--- src/rtl/guess_input_stage_pkg.sv ---
// Shared constants and types for the hangman front end.
// The letter codes and the FSM encoding are shared by the guess input
// stage, the hex display decoder and the word selector.
package guess_input_stage_pkg;

   localparam logic [5:0] LETTER_A    = 6'h0A;
   localparam logic [5:0] LETTER_Z    = 6'h23;
   localparam logic [5:0] DASH_CODE   = 6'h00;
   localparam int         NUM_LETTERS = 26;

   typedef enum logic [1:0] {
      IDLE       = 2'd0,
      DB_PRESS   = 2'd1,
      EVAL       = 2'd2,
      DB_RELEASE = 2'd3
   } db_state_t;

   // True when the code lies in the letter range A..Z.
   function automatic logic is_letter(input logic [5:0] code);
      return (code >= LETTER_A) && (code <= LETTER_Z);
   endfunction

endpackage

--- src/rtl/guess_input_stage_button_debouncer.sv ---
// Button debouncer: 2-flop synchronizer followed by a stable-sample
// counter FSM. Emits one single-cycle press event per physical press.
// Ports:
//   clk        system clock
//   resetn     asynchronous active-low reset
//   key_n      raw active-low button, asynchronous and bouncy
//   press_evt  high for exactly one cycle (the EVAL cycle) per press
module button_debouncer
   import guess_input_stage_pkg::*;
#(
   parameter int DEBOUNCE_CYCLES = 500000,
   parameter int CNT_W           = 20
) (
   input  logic clk,
   input  logic resetn,
   input  logic key_n,
   output logic press_evt
);

   localparam logic [CNT_W-1:0] LAST = CNT_W'(DEBOUNCE_CYCLES - 1);

   logic             sync_q;
   logic             key_s;
   db_state_t        state;
   logic [CNT_W-1:0] cnt;

   // Sync flops reset to 1 so a released button is seen out of reset.
   always_ff @(posedge clk or negedge resetn) begin
      if (!resetn) begin
         sync_q    <= 1'b1;
         key_s     <= 1'b1;
         state     <= IDLE;
         cnt       <= '0;
         press_evt <= 1'b0;
      end else begin
         sync_q    <= key_n;
         key_s     <= sync_q;
         press_evt <= 1'b0;
         case (state)
            IDLE: begin
               if (!key_s) begin
                  state <= DB_PRESS;
                  cnt   <= '0;
               end
            end
            DB_PRESS: begin
               if (key_s) begin
                  state <= IDLE;
               end else if (cnt == LAST) begin
                  state     <= EVAL;
                  press_evt <= 1'b1;
               end else begin
                  cnt <= cnt + 1'b1;
               end
            end
            EVAL: begin
               state <= DB_RELEASE;
               cnt   <= '0;
            end
            DB_RELEASE: begin
               // Any low sample restarts the release window, so bounces on
               // release cannot produce a second event.
               if (!key_s) begin
                  cnt <= '0;
               end else if (cnt == LAST) begin
                  state <= IDLE;
               end else begin
                  cnt <= cnt + 1'b1;
               end
            end
            default: state <= IDLE;
         endcase
      end
   end

endmodule

--- src/rtl/guess_input_stage.sv ---
// Guess input stage: debounces the guess key, samples the letter
// switches once per press, classifies the guess and keeps the per-game
// history of accepted letters.
// Ports:
//   clk, resetn      clock, asynchronous active-low reset
//   key_n            raw active-low guess button
//   guess_sw         letter code from switches
//   clear_history    new-game pulse; clears used_mask and guess_count
//   guess_new/dup/bad  mutually exclusive single-cycle result pulses
//   guess_code       code sampled at the last evaluation
//   used_mask        bit i = letter (0x0A+i) accepted this game
//   guess_count      number of distinct accepted letters
module guess_input_stage
   import guess_input_stage_pkg::*;
#(
   parameter int DEBOUNCE_CYCLES = 500000,
   parameter int CODE_W          = 6,
   parameter int CNT_W           = 20
) (
   input  logic                   clk,
   input  logic                   resetn,
   input  logic                   key_n,
   input  logic [CODE_W-1:0]      guess_sw,
   input  logic                   clear_history,
   output logic                   guess_new,
   output logic                   guess_dup,
   output logic                   guess_bad,
   output logic [CODE_W-1:0]      guess_code,
   output logic [NUM_LETTERS-1:0] used_mask,
   output logic [4:0]             guess_count
);

   logic       press_evt;
   logic       valid;
   logic [4:0] idx;

   button_debouncer #(
      .DEBOUNCE_CYCLES (DEBOUNCE_CYCLES),
      .CNT_W           (CNT_W)
   ) u_debouncer (
      .clk       (clk),
      .resetn    (resetn),
      .key_n     (key_n),
      .press_evt (press_evt)
   );

   assign valid = is_letter(guess_sw);
   // Only meaningful when valid; truncation is harmless otherwise.
   assign idx   = 5'(guess_sw - LETTER_A);

   always_ff @(posedge clk or negedge resetn) begin
      if (!resetn) begin
         guess_new   <= 1'b0;
         guess_dup   <= 1'b0;
         guess_bad   <= 1'b0;
         guess_code  <= '0;
         used_mask   <= '0;
         guess_count <= '0;
      end else begin
         guess_new <= 1'b0;
         guess_dup <= 1'b0;
         guess_bad <= 1'b0;
         if (press_evt) begin
            guess_code <= guess_sw;
         end
         // A clear coinciding with an evaluation wins: the code is still
         // captured but no pulse fires and the history ends empty.
         if (clear_history) begin
            used_mask   <= '0;
            guess_count <= '0;
         end else if (press_evt) begin
            if (!valid) begin
               guess_bad <= 1'b1;
            end else if (used_mask[idx]) begin
               guess_dup <= 1'b1;
            end else begin
               guess_new      <= 1'b1;
               used_mask[idx] <= 1'b1;
               if (guess_count != 5'(NUM_LETTERS)) begin
                  guess_count <= guess_count + 5'd1;
               end
            end
         end
      end
   end

endmodule

--- config.mk ---
export PLATFORM = sky130hd
export DESIGN_NAME = guess_input_stage
export DESIGN_NICKNAME = d
export VERILOG_FILES = /design/src/rtl/guess_input_stage_pkg.sv /design/src/rtl/guess_input_stage_button_debouncer.sv /design/src/rtl/guess_input_stage.sv
export SDC_FILE = /design/constraint.sdc
export NUM_CORES = 1
export LEC_CHECK = 0
export ABC_CLOCK_PERIOD_IN_PS = 2520
export CAP_MARGIN = 25
export CORE_UTILIZATION = 50
export DETAILED_ROUTE_END_ITERATION = 6
export MAX_ROUTING_LAYER = met4
export PLACE_DENSITY_LB_ADDON = 0.08
export SYNTH_ARGS = -nofsm -noshare
export SYNTH_HDL_FRONTEND = slang
export SYNTH_SLANG_ARGS = --single-unit
--- constraint.sdc ---
create_clock -name clk -period 2.52 [get_ports clk]
set_input_delay 0.252 -clock clk [delete_from_list [all_inputs] [get_ports clk]]
set_output_delay 0.252 -clock clk [all_outputs]
set_load 0.02 [all_outputs]
==> run_results.csv, run 1 <==
group,metric,value,unit
setup_path,r2r-start,"u_debouncer.cnt[7]",
setup_path,critPathSlowestCell,"clkdlybuf4s50_1",
cts,clock_latency,0.34,ns
setup_path,path_class,"primary input to flip-flop",
setup_path,worst-path-stages,9,
synth,yosys_register_bits,65,
floorplan,std_cell_rows,29,
drt,drtIter0Drc,146,
timing,whs,0.0602,ns
cts,cts_tree,"done",
setup_path,cp-start-kind,"primary input",
synth,syn_inst,314,
synth,synth.most_common_cell,"dfrtp_1",
placed_design,dp.final_hpwl,5410,µm
drt,wl_met3,208,µm
power,leakagePower,1.87,nW
cells_and_area,num-fill-cells,537,
timing,finalSetupViolations,0,
cells_and_area,fin_area,4330,µm²
cells_and_area,area.growth.synth_to_final,28.7,%
synth,ys.flop_type,"dfrtp_1",
placed_design,place_inst,455,
placed_design,portBuffers,49,
outcome,status,"finished, violations left",
synth,synth_enable_flop_cells,0,
outcome,violations,"DRC",
timing,period_share,93.8,%
job,maxCapViolations,0,
power,cellPowerDensity,549,nW/µm²
synth,synth_top_area_cell,"dfrtp_1",
timing,rsz0062_at_grt,"no",
floorplan,coreArea,6420,µm²
timing,slew_viol_final,0,
hold_path,hp-class,"primary input to async pin",
setup_path,cp-startpoint,"guess_sw[1]",
synth,synth_cell_types,58,
cells_and_area,multi_input_area,1610,µm²
synth,syn_area_per_cell,10.7,µm²
timing,slew_headroom,46.5,%
setup_path,worstPathRequired,2.75,ns
power,finalPower,2.37,mW
timing,finalHoldViolations,0,
cts,cts.path.max_buffers,2,
synth,ys_warn_count,0,
cells_and_area,regArea,1630,µm²
cts,cts_root_buf,"clkbuf_8",
timing,fmax,423,MHz
cells_and_area,postLayoutCoreUtil,67.4,%
synth,syn-num-nets,328,
setup_path,worst_r2r_endpoint,"u_debouncer.cnt[9]",
placed_design,post-place-ws,-0.200,ns
drt,drtPass1Iterations,6,
setup_path,r2r_setup_slack,0.44,ns
synth,ys_seq_area_share,48.5,%
setup_path,worstPathMaxFanout,7,
setup_path,worstSetupEndpointType,"flip-flop",
setup_path,critical_path.top_delay_family,"compound AO/OA/AOI/OAI gates",
setup_path,endpoint,"guess_count[0]",
cells_and_area,fin_nets,403,
global_route,overflow,0,
cts,cts-resized-gates,0,
floorplan,die-area,7060,µm²
global_route,first_global_vias,2581,
floorplan,die_y,84,µm
drt,drt-total-wl,7480,µm
global_route,grt_max_degree,66,
drt,routed.top_layer,"met4",
setup_path,path_cells,"clkdlybuf4s50_1 > inv_1 > ha_1 > nor2b_1 > a22o_1 > o31a_2 > o22ai_4 > a21boi_2 > mux2_4",
drt,met1_length,3190,µm
cells_and_area,drive_gt1_share,18.8,%
cts,hold_buffers,0,
cts,postCtsSetupBuffers,0,
synth,netlist_top_cells_count,"dfrtp_1 (63), nor2_1 (27), o2bb2ai_1 (22)",
timing,tightest_slew,0.802,ns
placed_design,gp_congestion,0.910,
drt,viasPerCell,5.64,
synth,synthTopCellsByArea,"dfrtp_1 (47%), o2bb2ai_1 (5.7%), mux2i_1 (3.9%)",
timing,finalCriticalPeriod,2.36,ns
global_route,grtUsageTotal,23.4,%
cts,cts_buffers,9,
floorplan,die_w,84,µm
setup_path,r2r_cells,6,
setup_path,max_stage_delay,0.50,ns
placed_design,dpl_cell_area,4090,µm²
floorplan,io_pins,50,
cells_and_area,diodes,0,
drt,num_vias,2655,
cts,clkSinkCount,65,
power,vdd_drop_max,0.699,mV
timing,fin_ws,0.157,ns
setup_path,critPathArrivalTime,2.60,ns
timing,fin_tns_setup,0,ns
cells_and_area,fin_cells,471,
timing,skew,0.0115,ns
setup_path,cp_num_buf_inv,2,
synth,syn_area,3360,µm²
drt,drc,6,
global_route,grt_pass1_wl,12400,µm
drt,routedWlPerCell,15.9,µm
global_route,antenna_found_initial,0,
cts,clk_pin_slew,0.08,ns
drt,ant_nets,0,
cts,htreeDepth,3,
drt,met2_length,3910,µm
floorplan,start_util,52.3,%
synth,async_flop_share,100,%
synth,synth_top_area_share,46.9,%
[cells by family after synthesis]
| kind of cell | after synthesis | synth area share [%] |
|---|---|---|
| xor+xnor | 15 | 4.35 |
| flops | 65 | 48.5 |
| buf+inv | 30 | 3.91 |
| simple gates | 111 | 17.5 |
| fa+ha+maj | 5 | 1.79 |
| compound gates | 62 | 15.0 |
| mux | 26 | 9.01 |
[worst min path at each step]
| stage | start | end | cells after the start |
|---|---|---|---|
| 2_1_floorplan | resetn | async pin | 0 |
| 3_3_place_gp | u_debouncer.sync_q | u_debouncer.key_s | 0 |
| 3_5_place_dp | u_debouncer.sync_q | u_debouncer.key_s | 0 |
| 4_1_cts | resetn | used_mask[9] | 2 |
| 5_1_grt | resetn | used_mask[13] | 2 |
| 6_report | resetn | used_mask[9] | 2 |
[registers in the layout (all words and copies together), names as in the netlist, named ones only]
name,flops
u_debouncer.key_s,1
guess_count,5
u_debouncer.sync_q,1
used_mask,26
guess_bad,1
guess_dup,1
u_debouncer.press_evt,1
u_debouncer.state,1
guess_code,6
guess_new,1
u_debouncer.cnt,20
[cell type report]
class	count	share of cell area, %
inverters	18	1.56
clock buffers	11	3.50
flip-flops and latches	65	37.7
multi-input cells	219	37.2
well taps	77	2.23
repair buffers	76	15.9
clock inverters	5	2.00
[layout by cell type, fill, tap and decap left out, types with 3 or more instances in the layout]
master | netlist | layout
dfrtp_1 | 63 | 63
clkdlybuf4s50_1 | 0 | 48
nor2_1 | 27 | 27
buf_4 | 0 | 27
o2bb2ai_1 | 22 | 22
nand2_1 | 21 | 21
inv_1 | 18 | 18
mux2i_1 | 13 | 13
nand3_1 | 12 | 12
xnor2_1 | 12 | 12
clkbuf_8 | 0 | 11
nand4_1 | 9 | 9
mux2_2 | 8 | 8
nor3_1 | 7 | 7
o21ai_0 | 7 | 7
and3_1 | 6 | 6
a21oi_1 | 6 | 5
a22oi_1 | 4 | 4
nor2b_1 | 5 | 4
a21oi_2 | 3 | 4
mux2_4 | 4 | 4
or3_1 | 4 | 4
ha_1 | 4 | 4
nand2b_1 | 3 | 3
o32ai_1 | 3 | 3
[power breakdown]
group | total, mW | internal, mW | switching [mW]
combinational | 0.253 | 0.108 | 0.145
clock | 1.03 | 0.618 | 0.412
sequential | 1.09 | 1.07 | 0.0236
[routing by layer]
layer	GRT usage, %	vias to the layer above
met5	-	-
met4	10.0	0
met3	4.25	12
met2	40.3	57
met1	26.9	1289
li1	-	1297
No activity file was read; power rests on OpenSTA's default activity.
==> run 2: changes to the inputs <==
--- a/config.mk
+++ b/config.mk
@@ -10,7 +10,7 @@
 export CORE_UTILIZATION = 50
 export DETAILED_ROUTE_END_ITERATION = 6
 export MAX_ROUTING_LAYER = met4
-export PLACE_DENSITY_LB_ADDON = 0.08
+export PLACE_DENSITY = 0.79
 export SYNTH_ARGS = -nofsm -noshare
 export SYNTH_HDL_FRONTEND = slang
 export SYNTH_SLANG_ARGS = --single-unit
==> run 2 against run 1 <==
Effect of this change: the run still ends with DRC left; sequential share of layout area increased by 0.97 points; hold slack improved by 0.014 ns; combinational power about the same; routed wire length increased by 3.0%; critical endpoint unchanged; largest power group unchanged; highest routed layer unchanged.
==> run_results.csv, run 2 (synthesis results as in run 1) <==
group,metric,value,unit
global_route,antenna_found_initial,0,
cells_and_area,layout_common_cells,"dfrtp_1 (63), clkdlybuf4s50_1 (48), nor2_1 (27)",
floorplan,start_util,52.3,%
outcome,violations,"DRC",
cts,cts_tree,"done",
cts,cts.path.max_buffers,2,
global_route,grt_pass1_wl,13000,µm
power,p_seq_share,51.4,%
setup_path,cp-start-kind,"primary input",
job,maxCapViolations,0,
cts,hold_buffers,0,
cells_and_area,diodes,0,
power,pwr-share-comb,11.9,%
power,power.share.switching,26.9,%
drt,ant_nets,0,
placed_design,dp.final_hpwl,5630,µm
setup_path,path_class,"primary input to flip-flop",
setup_path,r2r_setup_slack,0.25,ns
timing,rsz0062_at_grt,"no",
setup_path,endpoint,"guess_count[0]",
cells_and_area,largest_register,"used_mask",
setup_path,worstSetupEndpointType,"flip-flop",
cts,cts-resized-gates,0,
cells_and_area,fin_nets,398,
power,vdd_drop_max,0.402,mV
setup_path,worstPathRequired,2.76,ns
cells_and_area,top_regs,"used_mask (26), u_debouncer.cnt (20), guess_code (6)",
drt,num_vias,2716,
setup_path,worstPathMaxFanout,6,
cells_and_area,drive_gt1_share,17.0,%
cells_and_area,final_common_cell,"dfrtp_1",
global_route,first_global_vias,2769,
global_route,grt_max_degree,66,
cts,clock_latency,0.35,ns
cells_and_area,fin_area,4220,µm²
floorplan,die-area,7060,µm²
floorplan,die_w,84,µm
timing,finalHoldViolations,0,
timing,finalSetupViolations,0,
global_route,overflow,0,
cts,cts_buffers,9,
timing,slew_viol_final,0,
timing,slew_headroom,46.2,%
setup_path,critPathArrivalTime,2.59,ns
floorplan,std_cell_rows,29,
drt,drc,12,
cts,htreeDepth,3,
drt,drtPass1Iterations,6,
cts,postCtsSetupBuffers,0,
drt,viasPerCell,5.83,
timing,fmax,425,MHz
drt,drtIter0Drc,203,
power,clockPowerShare,36.7,%
power,leakagePower,1.81,nW
cells_and_area,postLayoutCoreUtil,65.7,%
timing,finalCriticalPeriod,2.35,ns
floorplan,io_pins,50,
cells_and_area,num-fill-cells,501,
hold_path,hp-class,"primary input to async pin",
cts,clkSinkCount,65,
outcome,status,"finished, violations left",
placed_design,dpl_cell_area,4050,µm²
floorplan,die_y,84,µm
cts,clk_pin_slew,0.07,ns
placed_design,gp_congestion,0.869,
setup_path,r2r_cells,6,
cells_and_area,largest_reg_flops,26,
timing,period_share,93.4,%
drt,routedWlPerCell,16.5,µm
floorplan,coreArea,6420,µm²
power,p_switching,0.572,mW
global_route,grtUsageTotal,24.4,%
cells_and_area,area.growth.synth_to_final,25.5,%
placed_design,portBuffers,49,
setup_path,cp-startpoint,"guess_sw[2]",
cts,cts_root_buf,"clkbuf_8",
setup_path,r2r-start,"u_debouncer.cnt[7]",
timing,tightest_slew,0.807,ns
setup_path,worst_r2r_endpoint,"u_debouncer.cnt[11]",
timing,skew,0.0116,ns
drt,drt-total-wl,7710,µm
power,internal_power,1.55,mW
power,cellPowerDensity,504,nW/µm²
## run 2: changes by cell type in the layout (fill, tap and decap cells not counted), sizes merged
cell / previous run / this run
inv: 19 / 18
buf: 28 / 23
clkbuf: 11 / 13
bufinv: 2 / 0
clkinvlp: 0 / 1
## run 2: how the worst min path moves through the flow
stage | start | to | slack (ns) | depth (start not counted)
global route | resetn | used_mask[25] | 0.15 | 2
global placement | u_debouncer.sync_q | u_debouncer.key_s | 0.35 | 0
detailed placement | u_debouncer.sync_q | u_debouncer.key_s | 0.35 | 0
CTS | resetn | guess_count[0] | 0.1 | 2
floorplan | resetn | async pin | -0.04 | 0
finish | resetn | used_mask[25] | 0.07 | 2
## run 2: metal layers
| metal | up-vias | global-route usage, % | routed length (µm) | share of wire (%) |
|---|---|---|---|---|
| met5 | - | - | 0 | 0 |
| met4 | 0 | 11.4 | 204 | 2.6 |
| met3 | 23 | 5.04 | 369 | 4.8 |
| met2 | 87 | 40.0 | 3900 | 51 |
| met1 | 1328 | 28.8 | 3230 | 42 |
| li1 | 1278 | - | - | - |
## run 2: area by class of cell
class / instances / area, µm² / share of cell area [%]
inverter: 18 / 67.6 / 1.60
timing repair buffer: 71 / 651 / 15.4
clock buffer: 13 / 149 / 3.53
multi-input combinational: 219 / 1610 / 38.1
clock inverter: 3 / 17.5 / 0.415
sequential: 65 / 1630 / 38.6
tap: 77 / 96.3 / 2.28
## run 2: worst max-delay path: stages
cell	delay [ns]
clkdlybuf4s50_1	0.50
inv_1	0.05
ha_1	0.37
nor2b_1	0.12
a22o_1	0.22
o31a_2	0.39
o22ai_4	0.27
a21boi_2	0.12
mux2_4	0.30
## run 2: power by group through the flow
stage,sequential [mW],clock [mW],combinational (mW)
after detailed placement,1.11,0,0.251
final,1.09,0.781,0.253
after global routing,1.09,0.849,0.277
after CTS,1.09,0.792,0.253
after global placement,1.11,0,0.244
after floorplan,1.11,0,0.152
## run 2: per-stage QoR
stage / hold slack (ns) / setup WS (ns) / std cells / total power [mW] / setup TNS [ns]
6_report: 0.0745 / 0.166 / 466 / 2.13 / 0
2_1_floorplan: -0.0436 / -0.00283 / 314 / 1.26 / -0.00283
3_5_place_dp: 0.350 / -0.153 / 450 / 1.36 / -0.937
3_3_place_gp: 0.346 / -0.119 / 450 / 1.35 / -0.508
4_1_cts: 0.0966 / 0.193 / 466 / 2.14 / 0
5_1_grt: 0.146 / 0.0924 / 466 / 2.22 / 0
